**src/rtl/removal_pkg.sv**
```systemverilog
// Shared types and default sizing for the removal-check synchronizer/filter.
package removal_pkg;

  typedef enum logic [1:0] {
    ST_LOW    = 2'd0,
    QUAL_HIGH = 2'd1,
    ST_HIGH   = 2'd2,
    QUAL_LOW  = 2'd3
  } filt_state_e;

  localparam int SYNC_STAGES_DEF   = 2;
  localparam int FILTER_CYCLES_DEF = 4;
  localparam int CNT_W_DEF         = 8;

endpackage

```
**src/rtl/sync_chain.sv**
```systemverilog
// N-flop synchronizer; s[0] is the only flop allowed to go metastable, so the
// gate-level removal/recovery checks are aimed at this instance.
module sync_chain #(
  parameter int N = 2
) (
  input  logic clk,
  input  logic rst_n,
  input  logic d,
  output logic q
);

  logic [N-1:0] s;

  always_ff @(posedge clk) begin
    if (!rst_n) s <= '0;
    else        s <= {s[N-2:0], d};
  end

  assign q = s[N-1];

endmodule

```
**src/rtl/removal_sync_filter.sv**
```systemverilog
// Synchronizes and glitch-filters the removal-check flop output, producing a
// clean level, edge pulses and saturating release/glitch counters.
//
// state     | meaning
// ST_LOW    | level_out=0, waiting for synced=1
// QUAL_HIGH | counting consecutive synced=1 samples toward a rise
// ST_HIGH   | level_out=1, waiting for synced=0
// QUAL_LOW  | counting consecutive synced=0 samples toward a release
module removal_sync_filter
  import removal_pkg::*;
#(
  parameter int SYNC_STAGES   = SYNC_STAGES_DEF,
  parameter int FILTER_CYCLES = FILTER_CYCLES_DEF,
  parameter int CNT_W         = CNT_W_DEF
) (
  input  logic             clk,
  input  logic             rst_n,
  input  logic             async_in,
  input  logic             en,
  input  logic             clr_cnt,
  output logic             level_out,
  output logic             rise_pulse,
  output logic             fall_pulse,
  output logic [CNT_W-1:0] release_cnt,
  output logic [CNT_W-1:0] glitch_cnt
);

  localparam int             QW     = 8;
  localparam logic [QW-1:0]  Q_LAST = QW'(FILTER_CYCLES - 1);

  filt_state_e   state;
  logic [QW-1:0] qcnt;
  logic          synced;

  function automatic logic [CNT_W-1:0] sat_inc(input logic [CNT_W-1:0] v);
    return (v == '1) ? v : v + CNT_W'(1);
  endfunction

  sync_chain #(.N(SYNC_STAGES)) u_sync (
    .clk   (clk),
    .rst_n (rst_n),
    .d     (async_in),
    .q     (synced)
  );

  always_ff @(posedge clk) begin
    if (!rst_n) begin
      state       <= ST_LOW;
      qcnt        <= '0;
      level_out   <= 1'b0;
      rise_pulse  <= 1'b0;
      fall_pulse  <= 1'b0;
      release_cnt <= '0;
      glitch_cnt  <= '0;
    end else begin
      rise_pulse <= 1'b0;
      fall_pulse <= 1'b0;
      case (state)
        ST_LOW: begin
          if (en && synced) begin
            state <= QUAL_HIGH;
            qcnt  <= QW'(1);
          end
        end
        QUAL_HIGH: begin
          // en is checked first so disabling never registers as a glitch
          if (!en) begin
            state <= ST_LOW;
          end else if (!synced) begin
            state      <= ST_LOW;
            glitch_cnt <= sat_inc(glitch_cnt);
          end else if (qcnt == Q_LAST) begin
            state      <= ST_HIGH;
            level_out  <= 1'b1;
            rise_pulse <= 1'b1;
          end else begin
            qcnt <= qcnt + QW'(1);
          end
        end
        ST_HIGH: begin
          if (en && !synced) begin
            state <= QUAL_LOW;
            qcnt  <= QW'(1);
          end
        end
        QUAL_LOW: begin
          if (!en) begin
            state <= ST_HIGH;
          end else if (synced) begin
            state      <= ST_HIGH;
            glitch_cnt <= sat_inc(glitch_cnt);
          end else if (qcnt == Q_LAST) begin
            state       <= ST_LOW;
            level_out   <= 1'b0;
            fall_pulse  <= 1'b1;
            release_cnt <= sat_inc(release_cnt);
          end else begin
            qcnt <= qcnt + QW'(1);
          end
        end
        default: state <= ST_LOW;
      endcase
      // Placed last so a clear overrides any increment in the same cycle.
      if (clr_cnt) begin
        release_cnt <= '0;
        glitch_cnt  <= '0;
      end
    end
  end

endmodule

```
**config.mk**
```make
export PLATFORM = sky130hd
export DESIGN_NAME = removal_sync_filter
export DESIGN_NICKNAME = d
export VERILOG_FILES = /design/src/rtl/removal_pkg.sv /design/src/rtl/sync_chain.sv /design/src/rtl/removal_sync_filter.sv
export SDC_FILE = /design/constraint.sdc
export NUM_CORES = 1
export LEC_CHECK = 0
export ABC_AREA = 1
export ABC_CLOCK_PERIOD_IN_PS = 1400
export BUFFER_PORTS_ARGS = -buffer_cell sky130_fd_sc_hd__buf_2
export CAP_MARGIN = 20
export CORE_ASPECT_RATIO = 0.75
export CORE_MARGIN = 4
export CORE_UTILIZATION = 38
export DETAILED_ROUTE_END_ITERATION = 8
export PLACE_DENSITY = 0.65
export SLEW_MARGIN = 20
export SYNTH_ARGS = -nofsm -noshare
export SYNTH_HDL_FRONTEND = slang
export SYNTH_SLANG_ARGS = --single-unit
```
**constraint.sdc**
```tcl
create_clock -name clk -period 1.4 [get_ports clk]
set_clock_uncertainty 0.15 [all_clocks]
set_input_delay 0.35 -clock clk [delete_from_list [all_inputs] [get_ports clk]]
set_output_delay 0.35 -clock clk [all_outputs]
set_load 0.01 [all_outputs]
```
# Word-level counts from Yosys, hierarchy flattened
# Index checks and enable logic that the tools add are counted.
dict set report op_classes {
  n_addsub 3
  mul 0
  div 0
  magnitude_cmp 0
  n_eq_ne 18
  shift 0
  n_mux 31
  n_bitwise 5
  reduce_logical 13
}
# cell n
set op_table {}
lappend op_table {{8-bit two-way mux} 12}
lappend op_table {{8-bit case mux with 4 select lines} 1}
lappend op_table {{8-bit by 1-bit adder with 8-bit output, second input constant} 3}
lappend op_table {{8-bit equality test, second input constant} 2}
lappend op_table {{2-bit two-way mux} 8}
lappend op_table {{2-bit != test, second input constant} 8}
lappend op_table {{8-bit case mux with 2 select lines} 1}
lappend op_table {{5-bit AND reduction} 2}
lappend op_table {{8-bit by 2-bit equality test with 1-bit output, second input constant} 1}
lappend op_table {{2-bit case mux with 4 select lines} 1}
lappend op_table {{4-bit AND reduction} 2}
lappend op_table {{1-bit two-way mux} 7}
lappend op_table {{7-bit AND reduction} 1}
lappend op_table {{6-bit AND reduction} 1}
lappend op_table {{1-bit NOT} 5}
lappend op_table {{2-bit equality test, second input constant} 2}
lappend op_table {{2-bit by 1-bit != test with 1-bit output, second input constant} 2}
lappend op_table {{4-bit by 3-bit != test with 1-bit output, second input constant} 1}
lappend op_table {{4-bit != test, second input constant} 1}
lappend op_table {{4-bit OR reduction} 1}
lappend op_table {{2-bit by 1-bit equality test with 1-bit output, second input constant} 1}
lappend op_table {{1-bit logical AND} 2}
lappend op_table {{2-bit zero test} 1}
lappend op_table {{1-bit case mux with 2 select lines} 1}
lappend op_table {{other kinds (3)} 3}
dict set report totals {
  register_bits 31
  latch_bits 0
  ram_bits 0
  mem_bits_ro 0
  n_memories 0
}

# Depth between registers and ports, before layout
# Gate-level depths: netlist of run 1.
dict set report logic_depth {
  word_depth 5
  ltp_mapped 10
  ltp_nobuf 9
}

# Modules after synthesis
# Synthesis of run 1 repeated with hierarchy kept, for this count alone.
dict set report hier_totals {
  cells_unflattened 263
  area_unflattened_um2 1711.6
}
# module instances cells_per_inst area_each_um2 seq_area_each_um2
set modules_own_cells {}
lappend modules_own_cells {removal_sync_filter 1 257 1656.6 580.6}
lappend modules_own_cells {sync_chain 1 6 55.1 40.0}

# Least setup slack after synthesis of run 1
# Ideal clock, no wire load.
dict set report synth_timing {
  path_kind {reg2reg}
  from {register release_cnt[0]}
  to {register release_cnt[1]}
  setup_time_ns 0.117
  arrival_ns 1.233
  required_ns 1.133
  slack_ns -0.100
  stages_incl_launch_ff 9
  n_path_buf 0
  synth_period_minus_slack_ns 1.500
  cell_sequence {dfxtp_1 > ha_1 > nand2_1 > nor2_1 > nand2_1 > nand3_4 > inv_4 > nand2_1 > a21oi_2}
}
dict set report synth_between {
  elab_chain_cells 3
}
# element line
set synth_lines {}
lappend synth_lines {{start: declaration} removal_sync_filter.sv:24} ;# output logic [CNT_W-1:0] release_cnt,
lappend synth_lines {{start signal: assignment} removal_sync_filter.sv:96} ;# release_cnt <= sat_inc(release_cnt);
lappend synth_lines {{parallel branches: the longest is 3 deep, another holds 8-bit by 1-bit adder with 8-bit output} -}
# Several ways; the timed one is not identified.
# A chain may end at the register's enable or synchronous reset.

# Final worst setup path of run 1
dict set report layout_timing {
  from {register release_cnt[0]}
  to {register release_cnt[7]}
}
# Same word-level chain as after synthesis.

==> results of run 1 <==
## how the worst max path moves through the flow
stage                               from              to  depth (start not counted)
final                     release_cnt[0]  release_cnt[7]                          6
after detailed placement  release_cnt[0]  release_cnt[5]                          8
after global placement    release_cnt[0]  release_cnt[3]                          8
after global routing             qcnt[1]         qcnt[6]                         10
after CTS                        qcnt[0]  release_cnt[5]                          7
after floorplan           release_cnt[0]  release_cnt[1]                          8
## cell type report
| cell class | count | area, um^2 |
|---|---|---|
| clock buffer | 7 | 76.3 |
| clock inverter | 1 | 5.00 |
| fill | 365 | 1600 |
| inverter | 39 | 154 |
| multi-input combinational | 177 | 1080 |
| sequential | 31 | 643 |
| tap | 55 | 68.8 |
| timing repair buffer | 62 | 478 |
## worst register-to-register path: cells and delay by family (launching register included)
| kind | cells | cell delay (ns) |
|---|---|---|
| AND/OR/NAND/NOR | 3 | 0.33 |
| flip-flops | 1 | 0.36 |
| buffers and inverters | 1 | 0.12 |
| AO/OA/AOI/OAI | 2 | 0.32 |
## layout by cell type (no fill, tap or decap), drive strengths merged
cell and n:
xnor2 2, buf 62, a21oi 22, nor2 29
ha 3, clkinv 1, xor2 7, nor3 1
nand3 20, clkbuf 7, dfxtp 31, nor4 1
o21ai 6, inv 39, nand2 79, nand4 7
## metrics by stage
stage	total power [mW]	TNS [ns]	hold slack, ns
floorplan	0.936	-0.00437	0.240
global placement	0.961	-0.600	0.246
detailed placement	0.961	-0.698	0.250
CTS	1.64	-0.0258	0.0971
global route	1.71	-1.25	0.102
finish	1.64	-0.0777	0.101
## cells by family after synthesis
family                   share of synthesized area (%)
XOR/XNOR                                          4.79
AO/OA/AOI/OAI                                     8.97
flip-flops                                        37.7
adder cells (fa/ha/maj)                           2.28
buffers and inverters                             10.4
AND/OR/NAND/NOR                                   35.8
## registers in the layout (all words and copies together) (netlist names)
register     count
glitch_cnt       8
state            2
qcnt             8
release_cnt      8
level_out        1
u_sync.s         2
rise_pulse       1
fall_pulse       1
## where the power goes
group	internal (mW)	switching, mW	leakage (nW)	total, mW
clock network	0.349	0.340	0.0422	0.689
registers	0.884	0.00261	0.259	0.887
logic	0.0228	0.0410	0.855	0.0638
## what timing repair did
item | CTS | global route
pin swaps | 9 | 23
endpoints found under the setup margin | 25 | 37
buffers inserted | 2 | 2
gates resized for setup | 17 | 61
cloned | 2 | 2
## metal layers
metal	global-route usage [%]	wire, um	share of wire (%)	vias to the layer above
met5	0	0	0	-
met4	7.03	79	1.8	0
met3	3.94	214	4.8	11
met2	23.5	1900	43	40
met1	23.2	2240	51	786
li1	-	-	-	915
## Yosys cell counts
cell type,n
nand3_4,1
dfxtp_1,31
nor2_4,2
inv_1,34
inv_4,2
ha_1,3
a21oi_1,20
nand2_2,2
inv_2,3
buf_2,1
buf_4,2
xnor2_1,2
nand3_2,1
nand4_1,7
nor4_1,1
nor2_1,27
nand2_1,76
nand3_1,17
a21oi_2,2
o21ai_0,6
nor3_1,1
xor2_1,7
==> run_results.csv, run 1 <==
group,metric,value,unit
outcome,status,"finished, violations left",
outcome,violations,"setup timing",
final_layout,syn_to_final_growth,52.2,%
final_layout,final_nets,324,
floorplan,start_util,40.1,%
floorplan,row_count,20,
setup_path,worstPathArrival,1.42,ns
setup_path,r2r_cells,6,
setup_path,cp-start-kind,"register",
pwr,peakVddDrop,0.000375,V
logic_synthesis,syn_avg_cell_area,6.63,um^2
setup_path,r2r_slack,-0.02,ns
drt,avgViaCountPerCell,4.71,
final_layout,n_antenna_cell,0,
logic_synthesis,ys_ff_latch,31,
logic_synthesis,syn-instance-count,248,
drt,drtAntennaViolNets,0,
logic_synthesis,synth.largest_area_cell,"dfxtp_1",
setup_path,critPathTopFamily,"flip-flops",
clock_network,cts_buffers,5,
final_layout,drive_above_1_share,44.2,%
setup_path,crit_path_end_kind,"register",
setup_path,max_stage_delay,0.36,ns
setup_path,cp_max_fo,4,
floorplan,die_y,65.0,um
timing,period_share,102,%
logic_synthesis,ys_types,22,
final_layout,final_cell_area,2500,um^2
place,gp_congestion,0.838,
clock_network,htreeDepth,2,
timing,slew_headroom,61.0,%
drt,drc,0,
pwr,p_per_area,655,nW/um^2
timing,setup_slack,-0.0229,ns
clock_network,clkLatencyLatePin,0.28,ns
logic_synthesis,ys_seq_area_share,37.7,%
timing,maxSlewViolCount,0,
setup_path,cp_num_buf_inv,1,
place,placed_area,2090,um^2
place,portBuffers,23,
timing,setup_viol,7,
drt,drt_iter0_markers,133,
floorplan,ios,24,
final_layout,final_util,61.0,%
logic_synthesis,synth_warnings,0,
global_route,grt_pass1_vias,1628,
timing,rsz0062_at_grt,"true",
place,place_ws,-0.0896,ns
floorplan,core-area,4100,um^2
clock_network,hold_buffers,0,
min_path,hp-start,"async_in",
global_route,grt_max_degree,15,
setup_path,r2r_start,"release_cnt[0]",
min_path,min_to,"u_sync.s[0]",
global_route,antenna_found_initial,0,
global_route,globalRouteOverflowTotal,0,
logic_synthesis,synth_top_area_share,37.7,%
drt,drt-total-wl,4440,um
floorplan,die-area,5460,um^2
setup_path,r2r-end,"release_cnt[7]",
drt,dr_total_vias,1752,
clock_network,clock_sinks,31,
drt,first_pass_iters,4,
setup_path,path_common_cell,"nand2_1",
timing,min_period,1.42,ns
setup_path,path_cells,"buf_6 -> nand3_1 -> o21ai_0 -> nand2_1 -> nand2_1 -> a21oi_1",
clock_network,cts.path.max_buffers,2,
timing,worst_slew_pin_slew,0.585,ns
place,dp_hpwl,2910,um
global_route,gr-usage-all-layers,16.4,%
final_layout,instances_no_fill,372,
timing,hold_viol,0,
logic_synthesis,netlist_area,1650,um^2
place,place_inst,356,
clock_network,tritoncts,"yes",
logic_synthesis,syn_nets,256,
setup_path,crit_required,1.40,ns
pwr,p_leak,1.16,nW
run,cap_violations,0,
drt,wire_per_inst,11.9,um
min_path,hold_path_class,"input port to register",
min_path,min_path_cells,3,
global_route,grt_pass1_wl,7290,um
logic_synthesis,synth.area.top_cells,"dfxtp_1 (38%), nand2_1 (17%), inv_1 (7.8%), nor2_1 (6.2%), a21oi_1 (6.1%)",
timing,timing.fmax,703,MHz
floorplan,chipWidth,84.0,um
clock_network,clk_pin_slew,0.07,ns
clock_network,cts_root_buffer,"clkbuf_8",
setup_path,critPathKind,"register to register",
setup_path,cpMaxStageDelayCell,"dfxtp_2",
No activity file was read; power rests on OpenSTA's default activity.
==> run 2, diff against run 1 <==
--- a/config.mk
+++ b/config.mk
@@ -13,8 +13,8 @@
 export CORE_MARGIN = 4
 export CORE_UTILIZATION = 38
 export DETAILED_ROUTE_END_ITERATION = 8
+export MAX_ROUTING_LAYER = met4
 export PLACE_DENSITY = 0.65
-export SLEW_MARGIN = 20
 export SYNTH_ARGS = -nofsm -noshare
 export SYNTH_HDL_FRONTEND = slang
 export SYNTH_SLANG_ARGS = --single-unit
==> run_results.csv, run 2 (synthesis results as in run 1) <==
group,metric,value,unit
pwr,clkPwrFrac,42.0,%
pwr,p_per_area,655,nW/um^2
place,portBuffers,23,
global_route,gr-usage-all-layers,16.8,%
setup_path,critPathKind,"register to register",
floorplan,die_y,65.0,um
timing,rsz0062_at_grt,"true",
timing,setup_slack,-0.0229,ns
clock_network,clk_pin_slew,0.07,ns
final_layout,mostFrequentLayoutCells,"nand2_1 (62), buf_4 (32), inv_1 (31)",
drt,wire_per_inst,11.9,um
run,cap_violations,0,
timing,min_period,1.42,ns
setup_path,crit_start,"release_cnt[0]",
final_layout,fillers,365,
outcome,status,"finished, violations left",
clock_network,cts_buffers,5,
min_path,hp-start,"async_in",
final_layout,instances_no_fill,372,
pwr,switching_power,384,uW
global_route,antenna_found_initial,0,
drt,drt-total-wl,4440,um
setup_path,cp_max_fo,4,
final_layout,syn_to_final_growth,52.2,%
global_route,grt_pass1_vias,1629,
floorplan,chipWidth,84.0,um
drt,first_pass_iters,4,
final_layout,final_nets,324,
timing,setup_viol,7,
final_layout,n_antenna_cell,0,
timing,setup-tns-final,-0.0781,ns
timing,period_share,102,%
setup_path,path_common_cell,"nand2_1",
place,place_inst,356,
floorplan,row_count,20,
drt,dr_total_vias,1752,
timing,hold_viol,0,
global_route,grt_pass1_wl,7280,um
setup_path,r2r_slack,-0.02,ns
min_path,min_to,"u_sync.s[0]",
floorplan,start_util,40.1,%
drt,drc,0,
setup_path,crit_required,1.40,ns
setup_path,worstPathArrival,1.42,ns
min_path,hold_path_class,"input port to register",
pwr,internal_power,1.26,mW
pwr,p_leak,1.16,nW
timing,slew_headroom,60.9,%
pwr,seqPwrFrac,54.1,%
final_layout,layout_commonest_cell,"nand2_1",
clock_network,clkLatencyLatePin,0.28,ns
setup_path,path_cells,"buf_6 -> nand3_1 -> o21ai_0 -> nand2_1 -> nand2_1 -> a21oi_1",
floorplan,core-area,4100,um^2
setup_path,max_stage_delay,0.36,ns
drt,drtAntennaViolNets,0,
final_layout,drive_above_1_share,44.2,%
setup_path,r2r_cells,6,
floorplan,ios,24,
global_route,grt_max_degree,15,
setup_path,r2r_start,"release_cnt[0]",
pwr,peakVddDrop,0.000375,V
setup_path,crit_path_end_kind,"register",
timing,fin_hold_ws,0.101,ns
setup_path,r2r-end,"release_cnt[7]",
clock_network,htreeDepth,2,
drt,drt_iter0_markers,137,
floorplan,die-area,5460,um^2
timing,timing.fmax,703,MHz
drt,avgViaCountPerCell,4.71,
min_path,min_path_cells,3,
clock_network,clock_sinks,31,
timing,maxSlewViolCount,0,
pwr,swShare,23.4,%
global_route,globalRouteOverflowTotal,0,
outcome,violations,"setup timing",
clock_network,cts_root_buffer,"clkbuf_8",
place,dp_hpwl,2910,um
clock_network,tritoncts,"yes",
place,gp_congestion,0.851,
setup_path,cpMaxStageDelayCell,"dfxtp_2",
timing,worst_slew_pin_slew,0.585,ns
clock_network,cts.path.max_buffers,2,
setup_path,cp-start-kind,"register",
final_layout,reg.largest.list,"glitch_cnt (8), qcnt (8), release_cnt (8)",
pwr,combPwrFrac,3.9,%
## run 2: cell counts in the layout (fill, tap and decap cells not counted)
No cell type changed its count.
## run 2: stage by stage
step	cell area [um^2]	total power [mW]	utilization, %	worst slack [ns]
after floorplan	1680	0.936	-	-0.00437
after global placement	2090	0.961	50.9	-0.0822
after detailed placement	2090	0.961	50.9	-0.0896
after CTS	2240	1.64	54.6	-0.0103
after global routing	2500	1.71	61.0	-0.0915
final	2500	1.64	61.0	-0.0229
## run 2: worst max-delay path, delay by kind of cell, from the launching register on
kind                   cells  cell delay [ns]
AO/OA/AOI/OAI              2             0.32
buffers and inverters      1             0.11
AND/OR/NAND/NOR            3             0.33
flip-flops                 1             0.36
## run 2: final cells by class
type	instances	area, um^2	share of cell area, %
clock buffer	7	76.3	3.05
clock inverter	1	5.00	0.200
inverter	39	154	6.15
multi-input combinational	177	1080	43.1
sequential	31	643	25.7
tap	55	68.8	2.75
timing repair buffer	62	478	19.1
## run 2: how the worst max path moves through the flow
stage,endpoint,slack (ns),depth (start not counted)
floorplan,release_cnt[1],-0.004,8
global route,qcnt[6],-0.09,10
finish,release_cnt[7],-0.02,6
CTS,release_cnt[5],-0.01,7
global placement,release_cnt[3],-0.08,8
detailed placement,release_cnt[5],-0.09,8
## run 2: per-layer routing
metal,global-route usage (%),routed length [um],up-vias
met5,-,0,-
met2,23.5,1900,40
met3,3.68,203,11
li1,-,-,915
met1,23.4,2250,786
met4,7.03,79,0
## run 2: what timing repair did
action                                  4_1_cts  5_1_grt
pin swaps                                     9       23
setup buffers                                 2        2
cloned                                        2        2
resized for setup                            17       61
hold buffers                                  0        0
endpoints found under the setup margin       25       37
## run 2: power groups by stage
stage	Clock (mW)	Combinational (mW)	Sequential, mW
6_report	0.689	0.0638	0.887
5_1_grt	0.751	0.0701	0.887
4_1_cts	0.697	0.0545	0.888
3_5_place_dp	0	0.0528	0.908
3_3_place_gp	0	0.0528	0.908
2_1_floorplan	0	0.0272	0.909
